## src/rtl/cache_cmd_exec_pkg.sv

```systemverilog
// Shared cache-control definitions: command encodings used by the control-register
// block and by the command executor.
package cache_cmd_exec_pkg;

  localparam int CMD_W = 3;

  typedef enum logic [CMD_W-1:0] {
    CMD_NOP   = 3'd0,
    CMD_INIT  = 3'd1,
    CMD_CLEAR = 3'd2,
    CMD_WB    = 3'd3
  } cache_cmd_e;

  // Unassigned encodings collapse to nop so a stray register value never starts work.
  function automatic cache_cmd_e decode_cmd(input logic [CMD_W-1:0] raw);
    cache_cmd_e res;
    case (raw)
      CMD_INIT:  res = CMD_INIT;
      CMD_CLEAR: res = CMD_CLEAR;
      CMD_WB:    res = CMD_WB;
      default:   res = CMD_NOP;
    endcase
    return res;
  endfunction

endpackage

```

## src/rtl/cache_cmd_exec_line_cnt.sv

```systemverilog
// Line walker for the command executor: visits every (set, way) pair with the way
// index moving fastest, and flags the final line of the array.
module cache_line_cnt #(
  parameter int SET_NUM = 64,
  parameter int WAY_NUM = 4,
  localparam int SET_W = $clog2(SET_NUM),
  localparam int WAY_W = (WAY_NUM > 1) ? $clog2(WAY_NUM) : 1
) (
  input  logic             clk,
  input  logic             rest,
  input  logic             clear,
  input  logic             inc,
  output logic [SET_W-1:0] set_idx,
  output logic [WAY_W-1:0] way_idx,
  output logic             last
);

  localparam logic [SET_W-1:0] SET_MAX = SET_W'(SET_NUM - 1);
  localparam logic [WAY_W-1:0] WAY_MAX = WAY_W'(WAY_NUM - 1);

  logic way_last;

  assign way_last = (way_idx == WAY_MAX);
  assign last     = way_last && (set_idx == SET_MAX);

  // Set index wraps naturally past the last line because SET_NUM is a power of two.
  always_ff @(posedge clk) begin
    if (rest || clear) begin
      set_idx <= '0;
      way_idx <= '0;
    end else if (inc) begin
      if (way_last) begin
        way_idx <= '0;
        set_idx <= set_idx + SET_W'(1);
      end else begin
        way_idx <= way_idx + WAY_W'(1);
      end
    end
  end

endmodule

```

## src/rtl/cache_cmd_exec.sv

```systemverilog
// Cache maintenance command executor: walks every tag line for init/clear/wb,
// writing back dirty lines before updating their state.
module cache_cmd_exec #(
  parameter int SET_NUM = 64,
  parameter int WAY_NUM = 4,
  localparam int SET_W = $clog2(SET_NUM),
  localparam int WAY_W = (WAY_NUM > 1) ? $clog2(WAY_NUM) : 1
) (
  input  logic             clk,
  input  logic             rest,
  input  logic [2:0]       cmd,
  output logic             cmd_ready,
  output logic             busy,
  output logic [SET_W-1:0] tag_set,
  output logic [WAY_W-1:0] tag_way,
  output logic             tag_rd,
  input  logic             tag_valid_i,
  input  logic             tag_dirty_i,
  output logic             tag_we,
  output logic             tag_valid_o,
  output logic             tag_dirty_o,
  output logic             wb_req,
  input  logic             wb_ack
);

  import cache_cmd_exec_pkg::*;

  typedef enum logic [2:0] {
    ST_IDLE,
    ST_INIT_W,
    ST_READ,
    ST_CHECK,
    ST_WB,
    ST_UPDATE,
    ST_DONE
  } state_e;

  state_e     state, state_nxt;
  cache_cmd_e cmd_dec, cmd_q;
  logic       valid_q;
  logic       accept;
  logic       cnt_clear, cnt_inc, cnt_last;

  assign cmd_dec = decode_cmd(cmd);

  cache_line_cnt #(
    .SET_NUM (SET_NUM),
    .WAY_NUM (WAY_NUM)
  ) u_line_cnt (
    .clk     (clk),
    .rest    (rest),
    .clear   (cnt_clear),
    .inc     (cnt_inc),
    .set_idx (tag_set),
    .way_idx (tag_way),
    .last    (cnt_last)
  );

  // The sampled valid bit is kept so a wb command can preserve it in UPDATE.
  always_ff @(posedge clk) begin
    if (rest) begin
      state   <= ST_IDLE;
      cmd_q   <= CMD_NOP;
      valid_q <= 1'b0;
    end else begin
      state <= state_nxt;
      if (accept) begin
        cmd_q <= cmd_dec;
      end
      if (state == ST_CHECK) begin
        valid_q <= tag_valid_i;
      end
    end
  end

  always_comb begin
    state_nxt   = state;
    accept      = 1'b0;
    cnt_clear   = 1'b0;
    cnt_inc     = 1'b0;
    busy        = 1'b1;
    cmd_ready   = 1'b0;
    tag_rd      = 1'b0;
    tag_we      = 1'b0;
    tag_valid_o = 1'b0;
    tag_dirty_o = 1'b0;
    wb_req      = 1'b0;

    case (state)
      ST_IDLE: begin
        busy = 1'b0;
        if (cmd_dec != CMD_NOP) begin
          accept    = 1'b1;
          cnt_clear = 1'b1;
          state_nxt = (cmd_dec == CMD_INIT) ? ST_INIT_W : ST_READ;
        end
      end
      ST_INIT_W: begin
        tag_we  = 1'b1;
        cnt_inc = 1'b1;
        if (cnt_last) begin
          state_nxt = ST_DONE;
        end
      end
      ST_READ: begin
        tag_rd    = 1'b1;
        state_nxt = ST_CHECK;
      end
      ST_CHECK: begin
        state_nxt = (tag_valid_i && tag_dirty_i) ? ST_WB : ST_UPDATE;
      end
      ST_WB: begin
        wb_req = 1'b1;
        if (wb_ack) begin
          state_nxt = ST_UPDATE;
        end
      end
      ST_UPDATE: begin
        tag_we      = 1'b1;
        tag_valid_o = (cmd_q == CMD_WB) && valid_q;
        cnt_inc     = 1'b1;
        state_nxt   = cnt_last ? ST_DONE : ST_READ;
      end
      ST_DONE: begin
        cmd_ready = 1'b1;
        state_nxt = ST_IDLE;
      end
      default: begin
        state_nxt = ST_IDLE;
      end
    endcase
  end

endmodule

```

## config.mk

```make
export PLATFORM = sky130hd
export DESIGN_NAME = cache_cmd_exec
export DESIGN_NICKNAME = d
export VERILOG_FILES = /design/src/rtl/cache_cmd_exec_pkg.sv /design/src/rtl/cache_cmd_exec_line_cnt.sv /design/src/rtl/cache_cmd_exec.sv
export SDC_FILE = /design/constraint.sdc
export NUM_CORES = 1
export LEC_CHECK = 0
export ABC_AREA = 1
export BUFFER_PORTS_ARGS = -buffer_cell sky130_fd_sc_hd__buf_4
export CAP_MARGIN = 30
export CORE_MARGIN = 2
export CORE_UTILIZATION = 49
export CTS_CLUSTER_SIZE = 40
export DETAILED_ROUTE_END_ITERATION = 16
export PLACE_DENSITY = 0.75
export REMOVE_ABC_BUFFERS = 1
export SYNTH_ARGS = -nofsm -noshare
export SYNTH_HDL_FRONTEND = slang
export SYNTH_SLANG_ARGS = --single-unit
```

## constraint.sdc

```tcl
create_clock -name clk -period 1.6 [get_ports clk]
set_clock_uncertainty 0.05 [all_clocks]
set_input_delay 0.32 -clock clk [delete_from_list [all_inputs] [get_ports clk]]
set_output_delay 0.32 -clock clk [all_outputs]
set_load 0.05 [all_outputs]
```

==> impl_metrics.yaml <==
critical_path:
  crit_path_max_fanout: 6
  r2r_setup_slack_ps: 190
  cp.arrival_ps: 1180
  worstPathCellList: "inv_4 -> nand2_4 -> nor3_4 -> buf_6"
  cp_slowest_stage_delay_ps: 370
  startpoint_type: "flip-flop"
  cp-end-kind: "primary output"
  crit_required_ps: 1230
  cpMaxStageDelayCell: "dfxtp_2"
  critical_path_class: "flip-flop to primary output"
detailed_routing:
  viasPerCell: 5.158
  drc: 0
  antenna_left: 0
  wl_per_cell_um: 10.44
  wirelength_mm: 1.650
  wl_met3_um: 76
  met1_length_um: 751
  drt-initial-drc-count: 15
  vias: 815
  drtPass1Iterations: 4
  wl_met2_um: 784
  routed.top_layer: "met4"
place:
  place_area_um2: 957.2
  dp_hpwl_mm: 1.276
  dp_slack_ps: 198.4
  io_buffers: 21
  gp_congestion: 0.7997
floorplanning:
  io-pin-count: 23
  num_rows: 14
  die_y_um: 44.08
  die_area_um2: 1943
  die_width_um: 44.08
  initial_core_util: 0.5224
  core_area_um2: 1506
logic_synthesis:
  yosysUniqueCellTypes: 23
  syn_inst: 117
  syn_area_um2: 787.0
  ys_seq_area_frac: 0.3561
  yosysWarnings: 0
  synth-seq-cells: 14
  avgSynthCellArea_um2: 6.727
status:
  status: "finished clean"
power_and_ir_drop:
  p_comb_frac: 0.531
  finalPower_w: 0.001569
  seq_power_share: 0.305
  power.density_nw_per_um2: 1518
  p_leak_nw: 0.4921
  switching_share: 0.4818
  pwr-share-clk: 0.165
  p_sw_w: 0.0007561
  peakVddDrop_mv: 1.039
  p_int_w: 0.0008132
final_layout:
  areaGrowthSynthToFinish_pct: 31.32
  mostFrequentLayoutCell: "nand2_1"
  nets: 153
  fill_cells: 146
  ff_latch_area_um2: 284.0
  drive_above_1_share: 0.3310
  diodes: 0
  final_cell_mix: "30 x nand2_1, 20 x buf_4, 18 x nor2_1, 11 x dfxtp_1, 8 x nand3_1"
  final_util: 0.6860
  final_design_area_no_fill_um2: 1033
  multi_input_comb_area_um2: 465.4
sta:
  layout_worst_path_cycle_share: 0.9660
  finalCriticalPeriod_ps: 1546
  rsz0062_at_grt: "yes"
  setup_viol: 0
  max_freq_mhz: 647.0
  hold_violations: 0
  fin_ws_ps: 54.48
  tns_ps: 0
  slew_violations: 0
global_route:
  overflow: 0
  grt_pass1_wl_mm: 2.642
  grt_usage: 0.1852
  grt_max_degree: 9
  grt_pass1_vias: 699
  antenna_found_initial: 0
clock_tree:
  htree_num_levels: 1
  numCtsBuffers: 3
  cts_tree: "yes"
  cts_sinks: 14
  clkLatencyLatePin_ps: 280
  root_buffer: "clkbuf_4"
  max-clock-path-buffers: 2
  clk_pin_slew_worst_paths_ps: 80
flow_run:
  max_cap_violations: 0
worst_hold_path:
  hp-class: "input pin to flip-flop"
==> power groups by stage <==
stage | logic [W] | clock network, W | registers [W]
after global routing | 0.000898 | 0.000273 | 0.000488
final | 0.000833 | 0.000258 | 0.000478
after CTS | 0.000801 | 0.000263 | 0.000466
after global placement | 0.000757 | 0 | 0.000465
after floorplan | 0.000568 | 0 | 0.000488
after detailed placement | 0.000774 | 0 | 0.000469
==> Yosys cell counts, drive strengths merged <==
cell type / n / area [um^2]
a21oi: 7 / 35.03
buf: 1 / 7.510
ha: 2 / 25.02
nand3: 10 / 60.06
xor2: 1 / 8.760
nor2: 22 / 100.1
nand2: 33 / 136.4
o21ai: 5 / 36.29
nor3: 3 / 15.01
nand4: 1 / 6.260
dfxtp: 14 / 280.3
or2: 2 / 12.52
conb: 1 / 3.750
inv: 14 / 52.56
nand3b: 1 / 7.510
==> kinds of logic after synthesis <==
| group | after synthesis | synth area share |
|---|---|---|
| buffers and inverters | 15 | 0.07633 |
| and+or+nand+nor | 72 | 0.4293 |
| adders and majority gates | 2 | 0.03179 |
| other | 1 | 0.004765 |
| xor gates and xnor gates | 1 | 0.01113 |
| DFF | 14 | 0.3561 |
| AOI/OAI and AO/OA | 12 | 0.09062 |
==> critical path, delay by kind of cell (launching register included) <==
family | cells | cell delay (ps)
buffers and inverters | 2 | 260
and+or+nand+nor | 2 | 260
DFF | 1 | 370
==> path summary, 6_finish.rpt <==
kind	end	cells past startpoint	startpoint
setup / recovery	tag_valid_o	4	state[1]$_SDFFE_PP0P_
hold / removal	cmd_q[1]$_SDFFE_PP0P_	2	rest
setup reg to reg	state[0]$_SDFFE_PP0P_	8	u_line_cnt.set_idx[0]$_SDFFE_PP0P_
hold reg to reg	cmd_q[0]$_SDFFE_PP0P_	2	cmd_q[0]$_SDFFE_PP0P_
==> area by class of cell <==
type | instances | share of cell area
sequential | 14 | 0.2748
timing repair buffer | 22 | 0.1671
clock buffer | 4 | 0.03511
multi-input combinational | 88 | 0.4504
tap | 16 | 0.01937
inverter | 14 | 0.05327
==> layer usage <==
metal,vias to the layer above,track usage
li1,425,-
met4,0,0.1091
met3,5,0.02449
met2,26,0.3176
met5,-,0
met1,359,0.2194
==> flip-flops by register name (all words and copies together) (netlist names) <==
signal              flops
valid_q                 1
state                   3
cmd_q                   2
u_line_cnt.way_idx      2
u_line_cnt.set_idx      6
==> metrics by stage <==
step,hold slack (ps),instances
final,151.1,158
after global routing,154.0,158
after CTS,149.2,158
after detailed placement,409.5,153
after global placement,409.7,153
after floorplan,339.1,116
==> what timing repair did <==
action | CTS | global route
setup buffers | 1 | 0
hold buffers | 0 | 0
endpoints found under the setup margin | 3 | 2
gates resized for setup | 3 | 7
Note: power is estimated with default switching activity, not from simulation.
